**config.mk**
```make
export PLATFORM = sky130hd
export DESIGN_NAME = arm_mmio
export DESIGN_NICKNAME = d
export VERILOG_FILES = /design/src/rtl/arm_mmio.sv
export SDC_FILE = /design/constraint.sdc
export NUM_CORES = 2
export LEC_CHECK = 0
export BUFFER_PORTS_ARGS = -buffer_cell sky130_fd_sc_hd__buf_2
export CAP_MARGIN = 15
export CORE_UTILIZATION = 62
export CTS_CLUSTER_DIAMETER = 40
export CTS_CLUSTER_SIZE = 20
export DETAILED_ROUTE_END_ITERATION = 6
export PLACE_DENSITY = 0.75
export SKIP_LAST_GASP = 1
export SLEW_MARGIN = 20
export SYNTH_ARGS = -nofsm -noshare
export SYNTH_HDL_FRONTEND = slang
export SYNTH_SLANG_ARGS = --single-unit
```
**constraint.sdc**
```tcl
create_clock -name clk -period 6 [get_ports clk]
set_clock_uncertainty 0.05 [all_clocks]
set_input_delay 1.2 -clock clk [delete_from_list [all_inputs] [get_ports clk]]
set_output_delay 1.2 -clock clk [all_outputs]
set_load 0.02 [all_outputs]
```
**src/rtl/arm_mmio.sv**
```systemverilog
// Data-side memory subsystem for the single-cycle arm core: word RAM plus an
// MMIO block with GPIO, a compare timer and a TX FIFO drained by valid/ready.
module arm_mmio #(
  parameter int RAM_WORDS  = 64,
  parameter int FIFO_DEPTH = 4
) (
  input  logic        clk,
  input  logic        reset,
  input  logic        MemWrite,
  input  logic [31:0] ALUResult,
  input  logic [31:0] WriteData,
  output logic [31:0] ReadData,
  output logic [31:0] gpio_out,
  output logic        irq,
  output logic        tx_valid,
  output logic [31:0] tx_data,
  input  logic        tx_ready
);
  localparam int AW = $clog2(RAM_WORDS);
  localparam int PW = $clog2(FIFO_DEPTH);
  localparam int CW = PW + 1;

  typedef enum logic [2:0] {
    R_GPIO, R_TCOUNT, R_TCTRL, R_TCMP, R_TXDATA, R_TXSTAT, R_RSV6, R_RSV7
  } reg_e;

  logic [31:0] ram_q  [RAM_WORDS];
  logic [31:0] fifo_q [FIFO_DEPTH];

  logic [31:0] gpio_q, gpio_d, tcount_q, tcount_d, tcmp_q, tcmp_d;
  logic        en_q, en_d, match_q, match_d, irq_en_q, irq_en_d;
  logic        ovf_q, ovf_d;
  logic [PW-1:0] rd_ptr_q, rd_ptr_d, wr_ptr_q, wr_ptr_d;
  logic [CW-1:0] cnt_q, cnt_d;

  logic [AW-1:0] ram_idx;
  reg_e          sel;
  logic          mmio_wr, ram_wr, empty, full, pop, push, tx_wr;
  logic          unused_addr;

  assign ram_idx     = ALUResult[AW+1:2];
  assign sel         = reg_e'(ALUResult[4:2]);
  assign unused_addr = ^{ALUResult[30:5], ALUResult[1:0]};
  assign mmio_wr     = MemWrite & ALUResult[31];
  assign ram_wr      = MemWrite & ~ALUResult[31] & ~reset;
  assign tx_wr       = mmio_wr & (sel == R_TXDATA);

  assign empty    = (cnt_q == '0);
  assign full     = (cnt_q == CW'(FIFO_DEPTH));
  assign pop      = ~empty & tx_ready;
  // A full FIFO still accepts the push when the head leaves on the same edge.
  assign push     = tx_wr & (~full | pop);

  assign gpio_out = gpio_q;
  assign irq      = match_q & irq_en_q;
  assign tx_valid = ~empty;
  assign tx_data  = fifo_q[rd_ptr_q];

  always_comb begin
    ReadData = '0;
    if (!ALUResult[31]) begin
      ReadData = ram_q[ram_idx];
    end else begin
      case (sel)
        R_GPIO:   ReadData = gpio_q;
        R_TCOUNT: ReadData = tcount_q;
        R_TCTRL:  ReadData = {29'b0, irq_en_q, match_q, en_q};
        R_TCMP:   ReadData = tcmp_q;
        R_TXSTAT: ReadData = {16'b0, 8'(cnt_q), 5'b0, ovf_q, full, empty};
        default:  ReadData = '0;
      endcase
    end
  end

  always_comb begin
    gpio_d   = gpio_q;
    tcount_d = en_q ? tcount_q + 32'd1 : tcount_q;
    tcmp_d   = tcmp_q;
    en_d     = en_q;
    irq_en_d = irq_en_q;
    match_d  = match_q;
    ovf_d    = ovf_q;
    if (mmio_wr) begin
      case (sel)
        R_GPIO:   gpio_d = WriteData;
        R_TCOUNT: tcount_d = WriteData;
        R_TCTRL: begin
          en_d     = WriteData[0];
          irq_en_d = WriteData[2];
          if (WriteData[1]) match_d = 1'b0;
        end
        R_TCMP:   tcmp_d = WriteData;
        R_TXSTAT: if (WriteData[2]) ovf_d = 1'b0;
        default:  ;
      endcase
    end
    // Compare uses the pre-increment count; a set beats a same-cycle clear.
    if (en_q && tcount_q == tcmp_q) match_d = 1'b1;
    if (tx_wr && !push) ovf_d = 1'b1;
    rd_ptr_d = pop  ? rd_ptr_q + PW'(1) : rd_ptr_q;
    wr_ptr_d = push ? wr_ptr_q + PW'(1) : wr_ptr_q;
    cnt_d    = cnt_q + CW'(push) - CW'(pop);
  end

  always_ff @(posedge clk) begin
    if (reset) begin
      gpio_q   <= '0;
      tcount_q <= '0;
      tcmp_q   <= '0;
      en_q     <= 1'b0;
      match_q  <= 1'b0;
      irq_en_q <= 1'b0;
      ovf_q    <= 1'b0;
      rd_ptr_q <= '0;
      wr_ptr_q <= '0;
      cnt_q    <= '0;
    end else begin
      gpio_q   <= gpio_d;
      tcount_q <= tcount_d;
      tcmp_q   <= tcmp_d;
      en_q     <= en_d;
      match_q  <= match_d;
      irq_en_q <= irq_en_d;
      ovf_q    <= ovf_d;
      rd_ptr_q <= rd_ptr_d;
      wr_ptr_q <= wr_ptr_d;
      cnt_q    <= cnt_d;
    end
  end

  // Storage arrays are not reset; writes are blocked during reset.
  always_ff @(posedge clk) begin
    if (ram_wr) ram_q[ram_idx] <= WriteData;
    if (push && !reset) fifo_q[wr_ptr_q] <= WriteData;
  end
endmodule
```
; ---- Word level (Yosys, flattened, before mapping)
; Memories as Yosys holds them, arrays and structs flattened. A register that Yosys moved wholly into a read port is not among the register bits.
; Cells that the tools add are included.
[classes]
addsub = 5
n_eq_ne = 7
mux = 19
bitwise_logic = 12
reduce_logical = 18
[ops]
columns = op, n
row1 = $pmux 32 s5, 1
row2 = $mux 32, 4
row3 = $add 32x1->32 const B, 1
row4 = $eq 32x32->1, 1
row5 = $mux 1, 12
row6 = $reduce_bool 2->1, 6
row7 = $eq 3x3->1 const B, 3
row8 = $and 1x1->1, 7
row9 = $eq 3x2->1 const B, 2
row10 = $logic_not 3->1, 2
row11 = $reduce_and 2->1, 3
row12 = $reduce_and 3->1, 2
row13 = $add 2x1->2 const B, 2
row14 = $mux 2, 2
row15 = $not 1->1, 4
row16 = $add 3x1->3, 1
row17 = $eq 3x1->1 const B, 1
row18 = $logic_and 1x1->1, 3
row19 = $sub 3x1->3, 1
row20 = $logic_not 1->1, 2
row21 = $or 1x1->1, 1
[totals]
ff_bits = 107
ram_bits = 2176
input_bits = 68
out_inout_bits = 98
mem_count = 2
[memory_table]
columns = name, depth, word_bits, rd, rd_ports_with_merged_regs, wr, line
row1 = ram_q, 64, 32, 1, 0, 1, 27  ; logic [31:0] ram_q [RAM_WORDS];
row2 = fifo_q, 4, 32, 1, 1, 1, 28  ; logic [31:0] fifo_q [FIFO_DEPTH];

; ---- Depth between registers and ports, before layout
[logic_depth]
ltp_word = 9
ltp_mapped = 14
ltp_nobuf = 11

; ---- Worst setup path after synthesis
; No wires, ideal clock.
[synth_path]
kind = input -> register
from = input ALUResult[4]
to = memory ram_q[0][0], enable pin
setup_time_ps = 421
arrival_ps = 4060
setup_slack_ps = 1469
path_stages = 7
path_buffers = 4
cell_sequence = buf_2 buf_2 buf_2 clkbuf_1 nor4b_1 nand2_1 nor2_1
[synth_lines]
columns = element, line
row1 = "start, declared", 10  ; input logic [31:0] ALUResult,
row2 = "end, declared", 27
; Straight into the memory's write port.

; ---- Final worst setup path
[layout_path]
from = input ALUResult[2]
to = output ReadData[0]
[layout_between]
elab_chain_cells = 3
[layout_lines]
columns = element, line
row1 = branches (longest 2 deep; another with $mem_v2 64x32), -
row2 = $mux 32 *, 61  ; if (!ALUResult[31]) begin
row3 = "end, declared", 12  ; output logic [31:0] ReadData,
; Mark *: on every way between the ends.

==> summary.md <==
| Metric | Value |
|---|---|
| Dpl ws | `between 0.2 and 0.3 ns` |
| Met3 WL | `34400 um` |
| Num CTS Buffers | `230` |
| Initial DRC count | `~8200` |
| Largest stage delay on the critical path | `~0.75 ns` |
| DRC Markers | `0` |
| Setup TNS | `0 ns` |
| Clk slew on worst S/H paths | `~0.070 ns` |
| Syn-to-layout area delta | `15.1%` |
| CTS Hold Buffers Added | `0` |
| Top Metal Used | `met5` |
| DRT met1 WL | `between 80000 and 90000 um` |
| PD cells | `343 mW/mm^2` |
| FP Rows | `138` |
| Routed len/inst | `between 30 and 40 um` |
| Synth cell types | `70` |
| WL met2 | `121000 um` |
| Die ar. | `between 0.1 and 0.15 sq mm` |
| Largest net degree at the start of global routing | `between 90 and 100` |
| # IOs | `between 150 and 200` |
| Final cell count without fillers | `6927` |
| Worst-Margin Slew | `1.15 ns` |
| Routed WL | `258000 um` |
| Clk sinks | `about 2300` |
| Number of max-cap violations | `0` |
| Leakage | `roughly 33 nW` |
| Fill count | `slightly below 8000` |
| Min-Delay Path Class | `reg2reg` |
| 1st-pass router iterations | `7` |
| Crit path max fanout | `28` |
| Initial antenna violation count | `17` |
| Setup crit end kind | `output pin` |
| FF+latch count, synth | `between 2000 and 2500` |
| Clk_lat worst skew | `between 0.8 and 0.9 ns` |
| Resized cells post-CTS | `0` |
| Post-synth EDFFs | `between 2000 and 2500` |
| Nets | `4903` |
| Vias/cell | `7.10` |
| Syn nets | `about 4500` |
| Slew Limit Fails | `0` |
| Post-CTS Setup Repair Bufs | `0` |
| Data required time of the worst path | `between 4 and 5 ns` |
| Detail Route Antenna Nets | `0` |
| Slew margin rel. | `0.230` |
| Worst path arrival time | `between 4 and 5 ns` |
| Die Span X | `roughly 380 um` |
| Gr usage total | `0.358` |
| Sequential area share after synthesis | `0.757` |
| Buf/Inv on CP | `5` |
| RSZ-0062 raised after global routing | `no` |
| Syn avg cell area | `between 20 and 25 sq um` |
| Max H-tree Level | `4` |
| First-pass GRT wire length | `360000 um` |
| Delay-heaviest family, CP | `compound AO/OA/AOI/OAI gates` |
| Most frequent cells in the layout | `edfxtp_1 (2176), mux4_2 (518), nand2_1 (260), buf_4 (257), clkbuf_16 (231)` |
| Peak VDD IR | `between 0.0002 and 0.0003 V` |
| Dpl hpwl | `~150000 um` |
| Status | `complete, no violations` |
| CTS Root Cell | `clkbuf_16` |
| Yosys warns | `0` |
| Port-buffer cells | `140` |
| Slowest CP cell | `o21ai_0` |
| CP Class | `in2out` |
| Vias in the first global route | `between 40000 and 50000` |
| Final worst setup slack | `between 0.04 and 0.05 ns` |
| Crit path cell chain | `buf_8 > buf_12 > buf_4 > buf_4 > mux2_2 > o21ai_0 > o32ai_1 > a21oi_1 > a31oi_1 > buf_2` |
| Share of layout cells above drive strength 1 | `0.297` |
| Syn Inst Count | `4409` |
| Final worst path period need | `~6.0 ns` |
| Final setup viols | `0` |
| Area of placed instances | `around 0.094 sq mm` |
| Worst-case clock buffer depth | `3` |
| Total gr overflow | `0` |
| Cell area after synthesis | `~0.09 sq mm` |
| Highest Clock Rate | `approximately 170 MHz` |
| Final instance area | `roughly 0.10 sq mm` |
| Final Hold Vio Count | `0` |
| CTS tree | `built` |
| Post-synthesis async set-or-reset flop share | `0` |
| GPL Wtd Cong | `approximately 0.96` |
| Main synth FF type | `edfxtp_1` |
| Fin crit share | `0.993` |
| Routed vias | `just under 50000` |
| Commonest non-fill, non-tap cell in the layout | `edfxtp_1` |
| Initial core utilization | `0.628` |
| CP dominant cell by count | `buf_4` |
| Crit start category | `input port` |
| Core region area | `between 0.1 and 0.15 sq mm` |
| DP Cell Count | `about 6500` |
| Die height | `about 380 um` |
[cells in the mapped netlist, types with 6 or more instances]
| library cell | n | share of area |
|---|---|---|
| edfxtp_1 | 2176 | 0.73 |
| mux4_2 | 518 | 0.13 |
| nand2_1 | 261 | 0.011 |
| mux2i_1 | 211 | 0.024 |
| nor2_1 | 174 | 0.0073 |
| a21oi_1 | 148 | 0.0083 |
| dfxtp_1 | 109 | 0.024 |
| clkbuf_1 | 103 | 0.0043 |
| buf_2 | 71 | 0.0040 |
| nand3_1 | 51 | 0.0029 |
| o21ai_0 | 48 | 0.0027 |
| xnor2_1 | 41 | 0.0040 |
| a211oi_1 | 39 | 0.0033 |
| o22ai_1 | 39 | 0.0027 |
| mux2_2 | 34 | 0.0043 |
| a22oi_1 | 33 | 0.0028 |
| buf_4 | 32 | 0.0027 |
| buf_6 | 26 | 0.0033 |
| nand4_1 | 26 | 0.0018 |
| xor2_1 | 25 | 0.0025 |
| buf_1 | 23 | 0.00097 |
| nor2b_1 | 17 | 0.0012 |
| and2_1 | 13 | 0.00091 |
| a311oi_1 | 12 | 0.0012 |
| a31oi_1 | 11 | 0.00077 |
| and3_1 | 11 | 0.00077 |
| nor3_1 | 11 | 0.00062 |
| o211ai_1 | 11 | 0.00093 |
| o21ai_1 | 10 | 0.00056 |
| a221oi_1 | 7 | 0.00069 |
| a32oi_1 | 7 | 0.00069 |
| ha_1 | 7 | 0.00098 |
| mux4_1 | 7 | 0.0021 |
| o32ai_1 | 7 | 0.00069 |
| nor4_1 | 6 | 0.00042 |
[power by group]
| part | switching, mW | internal [mW] | total (mW) |
|---|---|---|---|
| sequential | 0.0409 | 17.5 | 17.5 |
| clock | 6.88 | 8.57 | 15.4 |
| combinational | 1.45 | 0.815 | 2.27 |
[sequential cells by signal (all words and copies together), names as in the netlist, named ones only]
register / flops
ovf_q: 1
wr_ptr_q: 2
rd_ptr_q: 2
tcount_q: 32
gpio_out: 32
fifo_q: 128
tcmp_q: 32
irq_en_q: 1
match_q: 1
en_q: 1
cnt_q: 3
ram_q: 2048
[logic make-up after synthesis]
logic type / Yosys count / synth area share
flip-flops: 2285 / 0.757
AO/OA/AOI/OAI: 410 / 0.0290
multiplexers: 770 / 0.161
adder cells (fa/ha/maj): 8 / 0.00121
AND/OR/NAND/NOR: 605 / 0.0298
XOR/XNOR: 66 / 0.00648
buffers and inverters: 265 / 0.0161
[per-stage QoR]
stage / util / power [mW] / hold slack (ns)
after floorplan: - / 19.1 / 0.390
after global placement: 0.664 / 20.1 / 0.405
after detailed placement: 0.664 / 20.1 / 0.413
after CTS: 0.722 / 35.3 / 0.421
after global routing: 0.722 / 36.0 / 0.441
final: 0.723 / 35.3 / 0.421
[per-layer routing]
metal	up-vias	GRT usage
li1	19000	-
met1	25200	0.483
met2	4184	0.554
met3	770	0.0930
met4	14	0.167
met5	-	0
[path summary, 6_finish.rpt]
| kind | cells after the start | endpoint | slack (ns) | start |
|---|---|---|---|---|
| worst min register to register | 2 | match_q | 0.42 | match_q |
| worst min-delay path | 2 | match_q | 0.42 | match_q |
| worst max register to register | 11 | cnt_q[2] | 3.27 | cnt_q[1] |
| worst max-delay path | 10 | ReadData[0] | 0.04 | ALUResult[2] |
[worst reg2reg max path: stages (launching register included)]
cell and delay [ns]:
dfxtp_1 0.44, nor2_1 0.08, nand2_1 0.07, nor2_1 0.06, or4b_2 0.73, ha_1 0.32
inv_1 0.05, ha_1 0.13, inv_1 0.05, fa_1 0.41, xnor2_1 0.17, nor2_1 0.06
[final cells by class]
| type | instances | area, sq um | share of cell area |
|---|---|---|---|
| sequential | 2285 | 67500 | 0.658 |
| multi-input combinational | 1859 | 20800 | 0.202 |
| clock buffer | 245 | 5830 | 0.0568 |
| timing repair buffer | 444 | 3620 | 0.0352 |
| clock inverter | 195 | 2510 | 0.0244 |
| tap | 1890 | 2360 | 0.0230 |
| inverter | 7 | 33.8 | 0.000329 |
| antenna | 2 | 5.00 | 0.0000487 |
No activity file was read; power rests on OpenSTA's default activity.
